**src/rtl/button_debounce.sv**
```systemverilog
// Push-button conditioner: 2-flop synchronizer feeding a debounce FSM with registered
// level, press/release pulses and an 8-bit press counter. Define LONG_PRESS_EN to build
// the long-press detector; otherwise long_press is tied low.
module button_debounce #(
    parameter int unsigned DEBOUNCE_CYCLES   = 500000,
    parameter int unsigned LONG_PRESS_CYCLES = 50000000,
    parameter bit          ACTIVE_LOW        = 1'b1
) (
    input  logic       clk,
    input  logic       reset,
    input  logic       btn_raw,
    output logic       btn_level,
    output logic       press_pulse,
    output logic       release_pulse,
    output logic       long_press,
    output logic [7:0] press_count
);

    typedef enum logic [1:0] {IDLE, PRESS_DB, PRESSED, REL_DB} state_t;

    state_t      state;
    logic        s1, s2;
    logic [31:0] dcnt;
    logic        pressed;
    logic        dcnt_done;
    logic        accept_press;

    // Polarity is normalised before the synchronizer so everything downstream is 1 = pressed.
    assign pressed      = ACTIVE_LOW ? ~btn_raw : btn_raw;
    assign dcnt_done    = (dcnt == DEBOUNCE_CYCLES - 1);
    assign accept_press = (state == PRESS_DB) && s2 && dcnt_done;

    // NOTE: all state uses non-blocking assignments so every register samples pre-edge values.
    always_ff @(posedge clk) begin
        if (reset) begin
            state         <= IDLE;
            s1            <= 1'b0;
            s2            <= 1'b0;
            dcnt          <= '0;
            btn_level     <= 1'b0;
            press_pulse   <= 1'b0;
            release_pulse <= 1'b0;
            press_count   <= '0;
        end else begin
            s1            <= pressed;
            s2            <= s1;
            press_pulse   <= 1'b0;
            release_pulse <= 1'b0;
            case (state)
                IDLE: begin
                    if (s2) begin
                        state <= PRESS_DB;
                        dcnt  <= '0;
                    end
                end
                PRESS_DB: begin
                    if (!s2) begin
                        state <= IDLE;
                        dcnt  <= '0;
                    end else if (dcnt_done) begin
                        state       <= PRESSED;
                        btn_level   <= 1'b1;
                        press_pulse <= 1'b1;
                        press_count <= press_count + 8'd1;
                    end else begin
                        dcnt <= dcnt + 32'd1;
                    end
                end
                PRESSED: begin
                    if (!s2) begin
                        state <= REL_DB;
                        dcnt  <= '0;
                    end
                end
                REL_DB: begin
                    // A bounce back to pressed resumes the press without any pulse.
                    if (s2) begin
                        state <= PRESSED;
                    end else if (dcnt_done) begin
                        state         <= IDLE;
                        btn_level     <= 1'b0;
                        release_pulse <= 1'b1;
                    end else begin
                        dcnt <= dcnt + 32'd1;
                    end
                end
                default: state <= IDLE;
            endcase
        end
    end

`ifdef LONG_PRESS_EN
    logic [31:0] hcnt;
    logic        lp_done;

    // Hold time keeps accumulating while a release is still being debounced.
    always_ff @(posedge clk) begin
        if (reset) begin
            hcnt       <= '0;
            lp_done    <= 1'b0;
            long_press <= 1'b0;
        end else begin
            long_press <= 1'b0;
            if (accept_press) begin
                hcnt    <= '0;
                lp_done <= 1'b0;
            end else if ((state == PRESSED || state == REL_DB) && !lp_done) begin
                if (hcnt == LONG_PRESS_CYCLES - 1) begin
                    long_press <= 1'b1;
                    lp_done    <= 1'b1;
                end else begin
                    hcnt <= hcnt + 32'd1;
                end
            end
        end
    end
`else
    logic unused_accept;
    assign unused_accept = accept_press;
    assign long_press    = 1'b0;
`endif

endmodule

```
**config.mk**
```make
export PLATFORM = sky130hd
export DESIGN_NAME = button_debounce
export DESIGN_NICKNAME = d
export VERILOG_FILES = /design/src/rtl/button_debounce.sv
export SDC_FILE = /design/constraint.sdc
export NUM_CORES = 1
export LEC_CHECK = 0
export ABC_CLOCK_PERIOD_IN_PS = 2850
export CAP_MARGIN = 20
export CORE_MARGIN = 8
export CORE_UTILIZATION = 58
export DETAILED_ROUTE_END_ITERATION = 7
export GPL_TIMING_DRIVEN = 1
export MAX_ROUTING_LAYER = met4
export PLACE_DENSITY = 0.85
export SYNTH_ARGS = -nofsm -noshare
export SYNTH_HDL_FRONTEND = slang
export SYNTH_SLANG_ARGS = --single-unit
```
**constraint.sdc**
```tcl
create_clock -name clk -period 2.85 [get_ports clk]
set_input_delay 0.7125 -clock clk [delete_from_list [all_inputs] [get_ports clk]]
set_output_delay 0.7125 -clock clk [all_outputs]
set_load 0.05 [all_outputs]
```
==> impl_results.md, run 1 <==
* Root Driver: clkbuf_8
* Yosys reg bits at 47
* Hold_sp: s1
* First-pass GRT wire length at 9087 um
* Synthesized area per cell at 8.189 sq um
* Final wirelength at 5274 um
* Mapped Area at 2359 sq um
* Worst-Skew Late Latency at 0.30 ns
* CORE AREA at 3971 sq um
* Worst vdd ir at 401.6 uV
* # DRC at 0
* Crit Path Max Fanout at 7
* Layout cells sized above 1 at 8.525%
* Vias at 2,202
* Worst clock skew at 0.01082 ns
* RSZ-0062 raised after global routing: false
* Area share of the largest cell type after synthesis at 39.89%
* Final GP Congestion at 0.8426
* CP Capture Type: register
* Final worst slack at 0.3513 ns
* Reg clk slew, reported paths at 0.09 ns
* Crit-path slowest cell: or4b_1
* Hold Crit Depth at 1
* GRT Util Overall at 17.87%
* Data arrival, critical path at 2.74 ns
* Period minus WS final at 2.499 ns
* Slew @ Worst Pin at 0.6226 ns
* R2R depth at 5
* Total CTS buffers at 5
* Total setup buffers inserted after CTS at 0
* Setup Total Neg Slack at 0 ns
* Max Cap Violations at 0
* Wire per inst at 14.86 um
* Worst Path Required at 3.09 ns
* Cell count after synthesis at 288
* Die width at 79.77 um
* Buffers added on ports at 13
* Syn_nets at 293
* Clock tree sinks at 47
* Top-count cell post-synth: dfxtp_1
* Worst reg2reg startpoint: dcnt[24]
* Design area at 2678 sq um
* Slew HR at 58.11%
* Hold-fix buffers, CTS at 0
* CP delay by family, top: simple AND/OR/NAND/NOR gates
* Die Y at 79.77 um
* Final Cycle Share at 87.67%
* Dominant cell type by area after synthesis: dfxtp_1
* Ys Warns at 0
* Largest net degree at the start of global routing at 28
* DRT iter0 DRCs at 183
* Post-synth EDFFs at 0
* Critical path depth at 5
* Via density at 6.203
* Synth top cells by count: dfxtp_1 (47), a21oi_1 (25), nor2_1 (25)
* HPWL Detailed at 3776 um
* Pleak at 0.8590 nW
* Area contributors post-synth: dfxtp_1 (40%), a21oi_1 (5.3%), or3_1 (4.2%), nor2_1 (4.0%), nand3_1 (3.8%)
* Vias in the first global route at 2,078
* Area growth syn-to-layout at 13.53%
* Worst setup path startpoint: dcnt[24]
* Crit-path max cell delay at 0.74 ns
* Post-cts resize count at 0
* Seq/Total Area, Yosys at 39.89%
* Die area at 6363 sq um
* Post-synthesis async set-or-reset flop share at 0%
* Drt first pass iters at 4
* Max clock buf depth at 2
* Synth unique cells at 47
* Setup slack after placement at 0.4177 ns
* Placement-stage cell area at 2560 sq um
* Hold Vio Cnt, Final at 0
* Cells along the critical path: nor4_2 -> nand4_2 -> or4b_1 -> or4_1 -> a21oi_1
* # IOs at 15
* Critical path type: reg -> reg
* TritonCTS clock tree: done
* Status: finished, final reports clean
* Final ANT Viol Nets at 0
* Final nets at 309
* Finished Core Util at 67.42%
* Max H-tree Level at 2
* Power Total at 0.001222 W
* Power per cell area at 456.2 nW/um^2
* Initial Utilization at 59.39%
* Remaining Overflow, GRT at 0
* Hold Path Class: reg -> reg
* Most used DFF post-synth: dfxtp_1
* Highest Clock Rate at 400.2 MHz
* Inserted Diodes at 0
* Fin. max-slew vios at 0
* CP startpoint kind: register
* # rows at 23
* Finish-stage setup viols at 0
* Antenna violations before repair at 0
* Buffers plus inverters on the worst setup path at 0
## routing by layer
metal | vias to the layer above | part of all wire [%] | global-route usage (%)
met1 | 1037 | 45 | 21.16
met5 | - | 0 | -
li1 | 1092 | - | -
met4 | 0 | 1.6 | 6.545
met3 | 11 | 4.5 | 4.279
met2 | 62 | 49 | 28.77
## where the power goes
group / total (W) / internal, W / switching, W
logic: 0.0000508 / 0.0000164 / 0.0000344
clock network: 0.000505 / 0.000284 / 0.000221
registers: 0.000666 / 0.000660 / 0.00000547
## per-stage QoR
stage | instances | hold WS (ns)
after detailed placement | 347 | 0.4375
final | 355 | 0.4529
after CTS | 355 | 0.4597
after global placement | 347 | 0.4236
after global routing | 355 | 0.4816
after floorplan | 288 | 0.4138
## final timing paths
path,end,slack [ns]
min reg2reg,s2,0.45
max,press_count[7],0.35
max reg2reg,press_count[7],0.35
min,s2,0.45
## cells by family (layout without fill, tap and decap cells)
| group | Yosys count | after routing | share of synthesized area [%] |
|---|---|---|---|
| simple gates | 136 | 136 | 32.84 |
| compound gates | 62 | 62 | 15.33 |
| flops | 47 | 47 | 39.89 |
| buf+inv | 22 | 39 | 3.767 |
| xor+xnor | 14 | 14 | 5.199 |
| mux | 4 | 4 | 1.751 |
| fa+ha+maj | 2 | 2 | 1.061 |
| other cells | 1 | 1 | 0.1590 |
## state kept, by name, indices dropped and copies added (netlist names), named ones only
name           count
btn_level          1
dcnt              32
press_count        8
press_pulse        1
release_pulse      1
s1                 1
s2                 1
state              1
## cells in the final DEF, fill, tap and decap left out, types with 2 or more instances in the layout
cell type | Yosys | routed
mux2i_1 | 3 | 3
a31oi_1 | 3 | 3
nor2_1 | 25 | 25
nand3b_1 | 2 | 2
and2_1 | 3 | 3
o31ai_1 | 5 | 5
nor3_1 | 8 | 8
clkbuf_8 | 0 | 6
nand4_1 | 14 | 14
clkdlybuf4s50_1 | 0 | 13
o21ai_0 | 18 | 18
a31o_2 | 3 | 3
or4_1 | 5 | 5
or3_1 | 16 | 16
buf_4 | 1 | 8
o211ai_1 | 2 | 2
and4_1 | 2 | 2
and3_1 | 2 | 2
a21oi_1 | 25 | 25
nor4_1 | 7 | 7
nand3_1 | 18 | 18
nand2b_1 | 2 | 2
ha_1 | 2 | 2
dfxtp_1 | 47 | 47
inv_1 | 10 | 10
nor2b_1 | 3 | 3
xnor2_1 | 5 | 5
nand2_1 | 20 | 20
xor2_1 | 9 | 9
## final cells by class
type,count,area [sq um]
Fill cell,330,1294
Multi-Input combinational cell,219,1329
Sequential cell,47,940.9
Inverter,10,37.54
Clock buffer,6,82.58
Timing Repair Buffer,21,190.2
Clock inverter,2,35.03
Tap cell,50,62.56
No activity file was read; power rests on OpenSTA's default activity.
==> run 2: changes to the inputs <==
Settings changed: CAP_MARGIN 20 to unset.
==> results of run 2 <==
Same layout as run 1: the final DEF is identical, and so are final timing and power.
